File: config.mk
export PLATFORM = sky130hd
export DESIGN_NAME = slime_ctrl_flat
export DESIGN_NICKNAME = d
export VERILOG_FILES = /design/src/rtl/slime_ctrl_if.sv /design/src/rtl/slime_ctrl.sv /design/src/flat_wrapper.sv
export SDC_FILE = /design/constraint.sdc
export NUM_CORES = 1
export LEC_CHECK = 0
export BUFFER_PORTS_ARGS = -buffer_cell sky130_fd_sc_hd__buf_2
export CAP_MARGIN = 20
export CORE_ASPECT_RATIO = 0.75
export CORE_MARGIN = 3
export CORE_UTILIZATION = 50
export DETAILED_ROUTE_END_ITERATION = 12
export PLACE_DENSITY = 0.74
export SLEW_MARGIN = 10
export SYNTH_ARGS = -nofsm -noshare
export SYNTH_HDL_FRONTEND = slang
export SYNTH_SLANG_ARGS = --single-unit
File: constraint.sdc
create_clock -name frame_clk -period 3.61 [get_ports frame_clk]
set_input_delay 0.361 -clock frame_clk [delete_from_list [all_inputs] [get_ports frame_clk]]
set_output_delay 0.361 -clock frame_clk [all_outputs]
set_load 0.05 [all_outputs]
File: src/rtl/slime_ctrl_if.sv
// slime_ctrl_if: hero/attack inputs and slime status outputs of the slime controller
interface slime_ctrl_if;
   logic             level_start;
   logic             attack_valid;
   logic [9:0]       attack_row;
   logic [9:0]       attack_col;
   logic [9:0]       hero_row;
   logic [9:0]       hero_col;
   logic [2:0][9:0]  slim_row;
   logic [2:0][9:0]  slim_col;
   logic [2:0]       dead;
   logic             hero_hit;
   logic             all_dead;
   logic [1:0]       kill_count;
   modport master (
      output level_start, attack_valid, attack_row, attack_col, hero_row, hero_col,
      input  slim_row, slim_col, dead, hero_hit, all_dead, kill_count
   );
   modport slave (
      input  level_start, attack_valid, attack_row, attack_col, hero_row, hero_col,
      output slim_row, slim_col, dead, hero_hit, all_dead, kill_count
   );
endinterface

File: src/rtl/slime_ctrl.sv
// slime_ctrl: per-frame patrol, hit/stun/death and contact logic for three slimes
module slime_ctrl #(
   parameter int MOVE_PERIOD = 8,
   parameter int HP_INIT     = 2,
   parameter int INVULN      = 4,
   parameter int COL_MIN     = 2,
   parameter int COL_MAX     = 37,
   parameter int ROW0        = 5,
   parameter int ROW1        = 12,
   parameter int ROW2        = 20,
   parameter int COL0        = 4,
   parameter int COL1        = 18,
   parameter int COL2        = 30
) (
   input logic         frame_clk,
   input logic         RESET_n,
   slime_ctrl_if.slave s
);
   localparam int CW = $clog2(MOVE_PERIOD);
   localparam int IW = $clog2(INVULN + 2);
   localparam logic [2:0][9:0] ROWS = {10'(ROW2), 10'(ROW1), 10'(ROW0)};
   localparam logic [2:0][9:0] COLS = {10'(COL2), 10'(COL1), 10'(COL0)};
   typedef enum logic [1:0] {ALIVE, STUNNED, DEAD} state_t;
   state_t               st_q [3];
   state_t               st_d [3];
   logic [2:0][9:0]      col_q, col_d;
   logic [2:0]           dir_q, dir_d;
   logic [2:0][1:0]      hp_q, hp_d;
   logic [2:0][IW-1:0]   inv_q, inv_d;
   logic [2:0]           dead_q, dead_d;
   logic [CW-1:0]        cnt_q, cnt_d;
   logic                 hero_hit_q, hero_hit_d;
   logic                 all_dead_q, all_dead_d;
   logic [1:0]           kill_q, kill_d;
   logic                 tick;
   logic [2:0]           hit, step, flip;
   always_comb begin
      tick = cnt_q == CW'(MOVE_PERIOD - 1);
      cnt_d = tick ? '0 : cnt_q + 1'b1;
      hero_hit_d = 1'b0;
      hit = '0;
      step = '0;
      flip = '0;
      for (int k = 0; k < 3; k++) begin
         hit[k] = s.attack_valid && st_q[k] == ALIVE && ROWS[k] == s.attack_row && col_q[k] == s.attack_col;
         hero_hit_d = hero_hit_d | (st_q[k] != DEAD && ROWS[k] == s.hero_row && col_q[k] == s.hero_col);
         step[k] = tick && !hit[k] && st_q[k] != DEAD;
         flip[k] = dir_q[k] ? col_q[k] == 10'(COL_MAX) : col_q[k] == 10'(COL_MIN);
         // at a bound the step reverses heading and moves away in the same tick
         dir_d[k] = (step[k] && flip[k]) ? ~dir_q[k] : dir_q[k];
         col_d[k] = !step[k] ? col_q[k] : (dir_q[k] ^ flip[k]) ? col_q[k] + 10'd1 : col_q[k] - 10'd1;
         hp_d[k] = hit[k] ? hp_q[k] - 2'd1 : hp_q[k];
         inv_d[k] = hit[k] ? IW'(INVULN) : (inv_q[k] != '0) ? inv_q[k] - 1'b1 : inv_q[k];
         dead_d[k] = dead_q[k] | (hit[k] && hp_q[k] == 2'd1);
         st_d[k] = dead_d[k] ? DEAD : (inv_d[k] != '0) ? STUNNED : ALIVE;
      end
      if (s.level_start) begin
         cnt_d = '0;
         hero_hit_d = 1'b0;
         col_d = COLS;
         dir_d = '1;
         hp_d = {3{2'(HP_INIT)}};
         inv_d = '0;
         dead_d = '0;
         st_d = '{default: ALIVE};
      end
      kill_d = 2'(dead_d[0]) + 2'(dead_d[1]) + 2'(dead_d[2]);
      all_dead_d = &dead_d;
   end
   always_ff @(posedge frame_clk or negedge RESET_n) begin
      if (!RESET_n) begin
         cnt_q <= '0;
         col_q <= COLS;
         dir_q <= '1;
         hp_q <= {3{2'(HP_INIT)}};
         inv_q <= '0;
         dead_q <= '0;
         st_q <= '{default: ALIVE};
         hero_hit_q <= 1'b0;
         all_dead_q <= 1'b0;
         kill_q <= '0;
      end else begin
         cnt_q <= cnt_d;
         col_q <= col_d;
         dir_q <= dir_d;
         hp_q <= hp_d;
         inv_q <= inv_d;
         dead_q <= dead_d;
         st_q <= st_d;
         hero_hit_q <= hero_hit_d;
         all_dead_q <= all_dead_d;
         kill_q <= kill_d;
      end
   end
   assign s.slim_row = ROWS;
   assign s.slim_col = col_q;
   assign s.dead = dead_q;
   assign s.hero_hit = hero_hit_q;
   assign s.all_dead = all_dead_q;
   assign s.kill_count = kill_q;
endmodule

File: src/flat_wrapper.sv
// flat-port wrapper written by rule: the top's interface ports become plain ports
module slime_ctrl_flat 
#(
   parameter int MOVE_PERIOD = 8,
   parameter int HP_INIT     = 2,
   parameter int INVULN      = 4,
   parameter int COL_MIN     = 2,
   parameter int COL_MAX     = 37,
   parameter int ROW0        = 5,
   parameter int ROW1        = 12,
   parameter int ROW2        = 20,
   parameter int COL0        = 4,
   parameter int COL1        = 18,
   parameter int COL2        = 30
)
  (frame_clk, RESET_n, s_level_start, s_attack_valid, s_attack_row, s_attack_col, s_hero_row, s_hero_col, s_slim_row, s_slim_col, s_dead, s_hero_hit, s_all_dead, s_kill_count);
  slime_ctrl_if s_i ();
  input logic frame_clk;
  input logic RESET_n;
  input wire logic [$bits(s_i.level_start)-1:0] s_level_start;
  input wire logic [$bits(s_i.attack_valid)-1:0] s_attack_valid;
  input wire logic [$bits(s_i.attack_row)-1:0] s_attack_row;
  input wire logic [$bits(s_i.attack_col)-1:0] s_attack_col;
  input wire logic [$bits(s_i.hero_row)-1:0] s_hero_row;
  input wire logic [$bits(s_i.hero_col)-1:0] s_hero_col;
  output wire logic [$bits(s_i.slim_row)-1:0] s_slim_row;
  output wire logic [$bits(s_i.slim_col)-1:0] s_slim_col;
  output wire logic [$bits(s_i.dead)-1:0] s_dead;
  output wire logic [$bits(s_i.hero_hit)-1:0] s_hero_hit;
  output wire logic [$bits(s_i.all_dead)-1:0] s_all_dead;
  output wire logic [$bits(s_i.kill_count)-1:0] s_kill_count;
  assign s_i.level_start = s_level_start;
  assign s_i.attack_valid = s_attack_valid;
  assign s_i.attack_row = s_attack_row;
  assign s_i.attack_col = s_attack_col;
  assign s_i.hero_row = s_hero_row;
  assign s_i.hero_col = s_hero_col;
  assign s_slim_row = s_i.slim_row;
  assign s_slim_col = s_i.slim_col;
  assign s_dead = s_i.dead;
  assign s_hero_hit = s_i.hero_hit;
  assign s_all_dead = s_i.all_dead;
  assign s_kill_count = s_i.kill_count;
  slime_ctrl #(.MOVE_PERIOD(MOVE_PERIOD), .HP_INIT(HP_INIT), .INVULN(INVULN), .COL_MIN(COL_MIN), .COL_MAX(COL_MAX), .ROW0(ROW0), .ROW1(ROW1), .ROW2(ROW2), .COL0(COL0), .COL1(COL1), .COL2(COL2)) u_core (.frame_clk(frame_clk), .RESET_n(RESET_n), .s(s_i));
endmodule
Word level (Yosys, flattened, before mapping) --
Index checks and enable logic that the tools add are counted.
Word-level totals: logic and storage cells 156, bits in registers 64, output and inout port bits 67, input port bits 44
Operators by class: eq/ne operators 25, multiplexer cells 36, bitwise operators 11, $add $sub $neg 15, reductions and logical operators 49
Operators by type and width (count):
- $eq A10 B10 Y1 | 6
- $mux W10 | 6
- $add A10 B1 Y10 const B | 3
- $eq A10 B2 Y1 const B | 3
- $eq A10 B6 Y1 const B | 3
- $mux W3 | 10
- $mux W30 | 1
- $sub A10 B1 Y10 const B | 3
- $logic_and A1 B1 Y1 | 27
- $eq A3 B10 Y1 const A | 2
- $eq A4 B10 Y1 const A | 2
- $eq A5 B10 Y1 const A | 2
- $reduce_bool A2 Y1 | 9
- $reduce_bool A3 Y1 | 6
- $mux W2 | 6
- $mux W6 | 2
- $mux W1 | 10
- $mux W9 | 1
- $sub A3 B1 Y3 const B | 3
- $eq A2 B1 Y1 const B | 3
- $logic_not A2 Y1 | 3
- $ne A2 B2 Y1 const B | 3
- $sub A2 B1 Y2 const B | 3
- $or A1 B1 Y1 | 5
- other kinds (8) | 14

Longest topological paths before layout --
depth in word-level cells 10, gate-level depth with buffers 13, depth with buffers taken out 11

Least setup slack after synthesis --
No wires, ideal clock.
path kind reg-to-reg, start register u_core.col_q, in the netlist u_core.s.slim_col[20], end register u_core.col_q, in the netlist u_core.s.slim_col[28], stages on the path, launching flop included 12, setup time 71 ps, path buffers 1, arrival time 3107 ps, required time 3539 ps, slack 433 ps, clock period less this slack 3177 ps, path through dfrtp_1 clkbuf_1 nor4b_1 a31oi_1 nor2_4 xnor2_1 ha_1 or3_1 nor4_1 o21ai_0 a2111oi_0 nand3b_1
On the way: cells in the longest elaborated chain, start to end 6, elaborated cells on any way between the ends 15, classes of those cells add/sub (2); eq/ne (3); mux (4); bitwise (1); reduce/logical (5)
RTL lines:
- start, declared | RTL line slime_ctrl.sv:26 | logic [2:0][9:0] col_q, col_d;
- start signal, assigned | RTL line slime_ctrl.sv:84 | col_q <= col_d;
- parallel branches: the longest is 6 deep, another holds $sub A10 B1 Y10
Parallel ways; which one is timed is not known. The select of a mux whose other input is x is not followed. A chain may end at the register's enable or synchronous reset.

Worst setup path in the final report --
start register u_core.col_q, in the netlist u_core.s.slim_col[16], end register u_core.col_q, in the netlist u_core.s.slim_col[19]
Same word-level chain as after synthesis.

==> results.json <==
{
  "status": "finished clean",
  "cts_buffers": 9,
  "dieArea_um2": 12000,
  "period_needed_ps": 3300,
  "area.sequential_um2": 1540,
  "wl_per_cell_um": 18.7,
  "fmax_ghz": 0.303,
  "synth_flop_cell": "dfrtp_1",
  "ant_nets": 0,
  "clock-root-buffer": "clkbuf_16",
  "post-route-drc-count": 0,
  "slew_violations": 0,
  "worst_pin_slew_ps": 859,
  "r2r_start": "u_core.s.slim_col[16]",
  "detail_route.iter0.violations": 537,
  "fillers": 943,
  "worst_path_largest_cell_delay_ps": 550,
  "crit_cells": 11,
  "nets": 760,
  "crit_path_top_delay_cell": "nor4_2",
  "vias_per_cell": 6.02,
  "yosys_warnings": 0,
  "synthArstFlopShare_pct": 100,
  "diodes": 0,
  "track_usage_pct": 26.5,
  "synth_largest_area_cell": "dfrtp_1",
  "cts.repair.resized": 0,
  "gr-total-overflow": 0,
  "p_leak_nw": 2.74,
  "layout_common_cells": "buf_2, xnor2_1, nor2_1, dfrtp_1",
  "htreeDepth": 3,
  "peakVddDrop_v": 0.000208,
  "drv_cap": 0,
  "yosysSeqAreaShare_pct": 28.9,
  "coreArea_um2": 10300,
  "post_cts_buffers": 0,
  "port_buffers": 80,
  "p_per_area_nw_per_um2": 345,
  "r2r_cells": 11,
  "cts_tree": "yes",
  "die_h_um": 95.5,
  "endpoint": "u_core.s.slim_col[19]",
  "dr.pass1.iters": 5,
  "clkLatencyLatePin_ps": 340,
  "synth_edf_count": 0,
  "skew_ps": 13.2,
  "area_growth_pct": 13.7,
  "gp_congestion": 0.998,
  "crit_required_ps": 3810,
  "die_x_um": 125,
  "postCtsHoldBufs": 1,
  "rsz0062_at_grt": "no",
  "critPathCaptureType": "register",
  "ios": 111,
  "max_slew_margin_pct": 42.5,
  "final_common_cell": "buf_2",
  "multi_input_area_um2": 3330,
  "fp-row-count": 32,
  "cts.clk_slew.worst_paths_ps": 60,
  "cp-start-kind": "register",
  "drive_above_1_share_pct": 23.0,
  "hold_path.class": "input pin to register",
  "critPathArrivalTime_ps": 3500,
  "initial_utilization_pct": 51.7,
  "dp_hpwl_um": 11700,
  "grt_pass1_vias": 4880,
  "routed_wl_um": 15500,
  "reg2reg_to": "u_core.s.slim_col[19]",
  "grt_pass1_wl_um": 25300,
  "vias": 4999,
  "path_cells": "nor4_2 -> a31o_2 -> and2_1 -> inv_1 -> ha_1 -> a21oi_1 -> nor2b_1 -> a211oi_1 -> a2111oi_0 -> a41oi_1 -> nand4b_1",
  "ys_ff_latch": 61,
  "syn_area_um2": 5340,
  "regToRegSetupSlack_ps": 310,
  "synth_cells": 613,
  "crit_family": "compound AO/OA/AOI/OAI gates",
  "clockBufferDepth": 2,
  "grt_max_degree": 55,
  "worstSetupStartpoint": "u_core.s.slim_col[16]",
  "critPathKind": "register to register",
  "synth.top_cell.area_share_pct": 22.5,
  "finalSetupViolations": 0,
  "critPathBufInv": 1,
  "period_share_pct": 91.4,
  "cts.sinks": 61,
  "worstPathMaxFanout": 7,
  "total_power_mw": 2.09,
  "syn_area_per_cell_um2": 8.71,
  "fin_setup_tns_ps": 0,
  "hold_viol": 0,
  "ys_types": 74,
  "antenna_found_initial": 0,
  "synth_area_leaders": "dfrtp_1, xnor2_1, dfstp_2, ha_1, buf_4"
}
[worst min path at each step]
stage / depth (start not counted) / slack (ps) / start / endpoint
floorplan: 0 / 70 / RESET_n / u_core.cnt_q[0]
detailed placement: 1 / 340 / RESET_n / u_core.s.slim_col[27]
global placement: 1 / 320 / RESET_n / u_core.s.slim_col[27]
CTS: 3 / 320 / s_hero_row[8] / u_core.s.hero_hit
finish: 3 / 330 / s_hero_row[8] / u_core.s.hero_hit
global route: 3 / 330 / s_hero_row[8] / u_core.s.hero_hit
[worst register-to-register path: stages, from the launching register on]
cell and delay [ps]:
dfrtp_1 490, nor4_2 550, a31o_2 250, and2_1 280
inv_1 150, ha_1 370, a21oi_1 190, nor2b_1 60
a211oi_1 340, a2111oi_0 180, a41oi_1 200, nand4b_1 120
[state kept, by name, indices dropped and copies added, names as in the netlist]
signal	flops
u_core.s.all_dead	1
u_core.s.slim_col	30
u_core.s.dead	3
u_core.cnt_q	3
u_core.inv_q	9
u_core.s.kill_count	2
u_core.s.hero_hit	1
u_core.st_q	3
u_core.dir_q	3
u_core.hp_q	6
[routing by layer]
metal / GRT usage [%] / share of wire (%) / vias to the layer above
met2: 43.9 / 47 / 254
met1: 34.7 / 42 / 2405
met3: 6.05 / 8.1 / 39
met5: 0 / 0 / -
met4: 9.30 / 2.4 / 0
li1: - / - / 2301
[stage by stage]
step	instance area, µm²	util [%]	hold WS (ps)	setup WS (ps)	std cells
after floorplan	5450	-	65.4	433	641
after global placement	5760	55.8	321	493	814
after detailed placement	5760	55.8	342	401	814
after CTS	6070	58.8	322	359	831
after global routing	6070	58.8	327	73.4	831
final	6070	58.8	330	312	831
[area by class of cell]
class / instances / share of cell area (%)
Sequential cell: 61 / 25.4
Multi-Input combinational cell: 478 / 54.8
Clock buffer: 9 / 3.71
Inverter: 33 / 2.04
Timing Repair Buffer: 107 / 9.97
Clock inverter: 7 / 1.24
Tap cell: 136 / 2.80
[Yosys cell counts, drive strengths merged, types with 4 or more instances]
library cell / n
o211ai: 9
xnor2: 66
nor3: 20
nand2b: 4
inv: 32
nor4: 18
ha: 25
a2111oi: 5
and2: 5
nor2b: 8
buf: 48
a31oi: 8
o31ai: 5
or2: 9
xor2: 15
or4: 6
a41oi: 5
nand4: 24
or3: 5
a211oi: 10
o21ai: 15
nand2: 32
and3: 10
nand3: 11
dfstp: 13
nor2: 50
o311ai: 4
dfrtp: 48
clkbuf: 21
nand4b: 7
a21oi: 15
nor4b: 7
[cells by family (layout without fill, tap and decap cells)]
logic type | Yosys count | count (layout) | synth area share (%)
compound gates | 107 | 107 | 14.6
xor+xnor | 81 | 81 | 13.3
fa+ha+maj | 26 | 26 | 6.23
buf+inv | 102 | 156 | 10.7
flops | 61 | 61 | 28.9
mux | 6 | 6 | 1.19
other cells | 2 | 30 | 0.141
simple gates | 228 | 228 | 24.9
[where the power goes]
| part | internal (mW) | total [mW] | switching [mW] |
|---|---|---|---|
| sequential | 0.731 | 0.765 | 0.0341 |
| combinational | 0.162 | 0.461 | 0.299 |
| clock | 0.537 | 0.868 | 0.331 |
No activity file was read; power rests on OpenSTA's default activity.
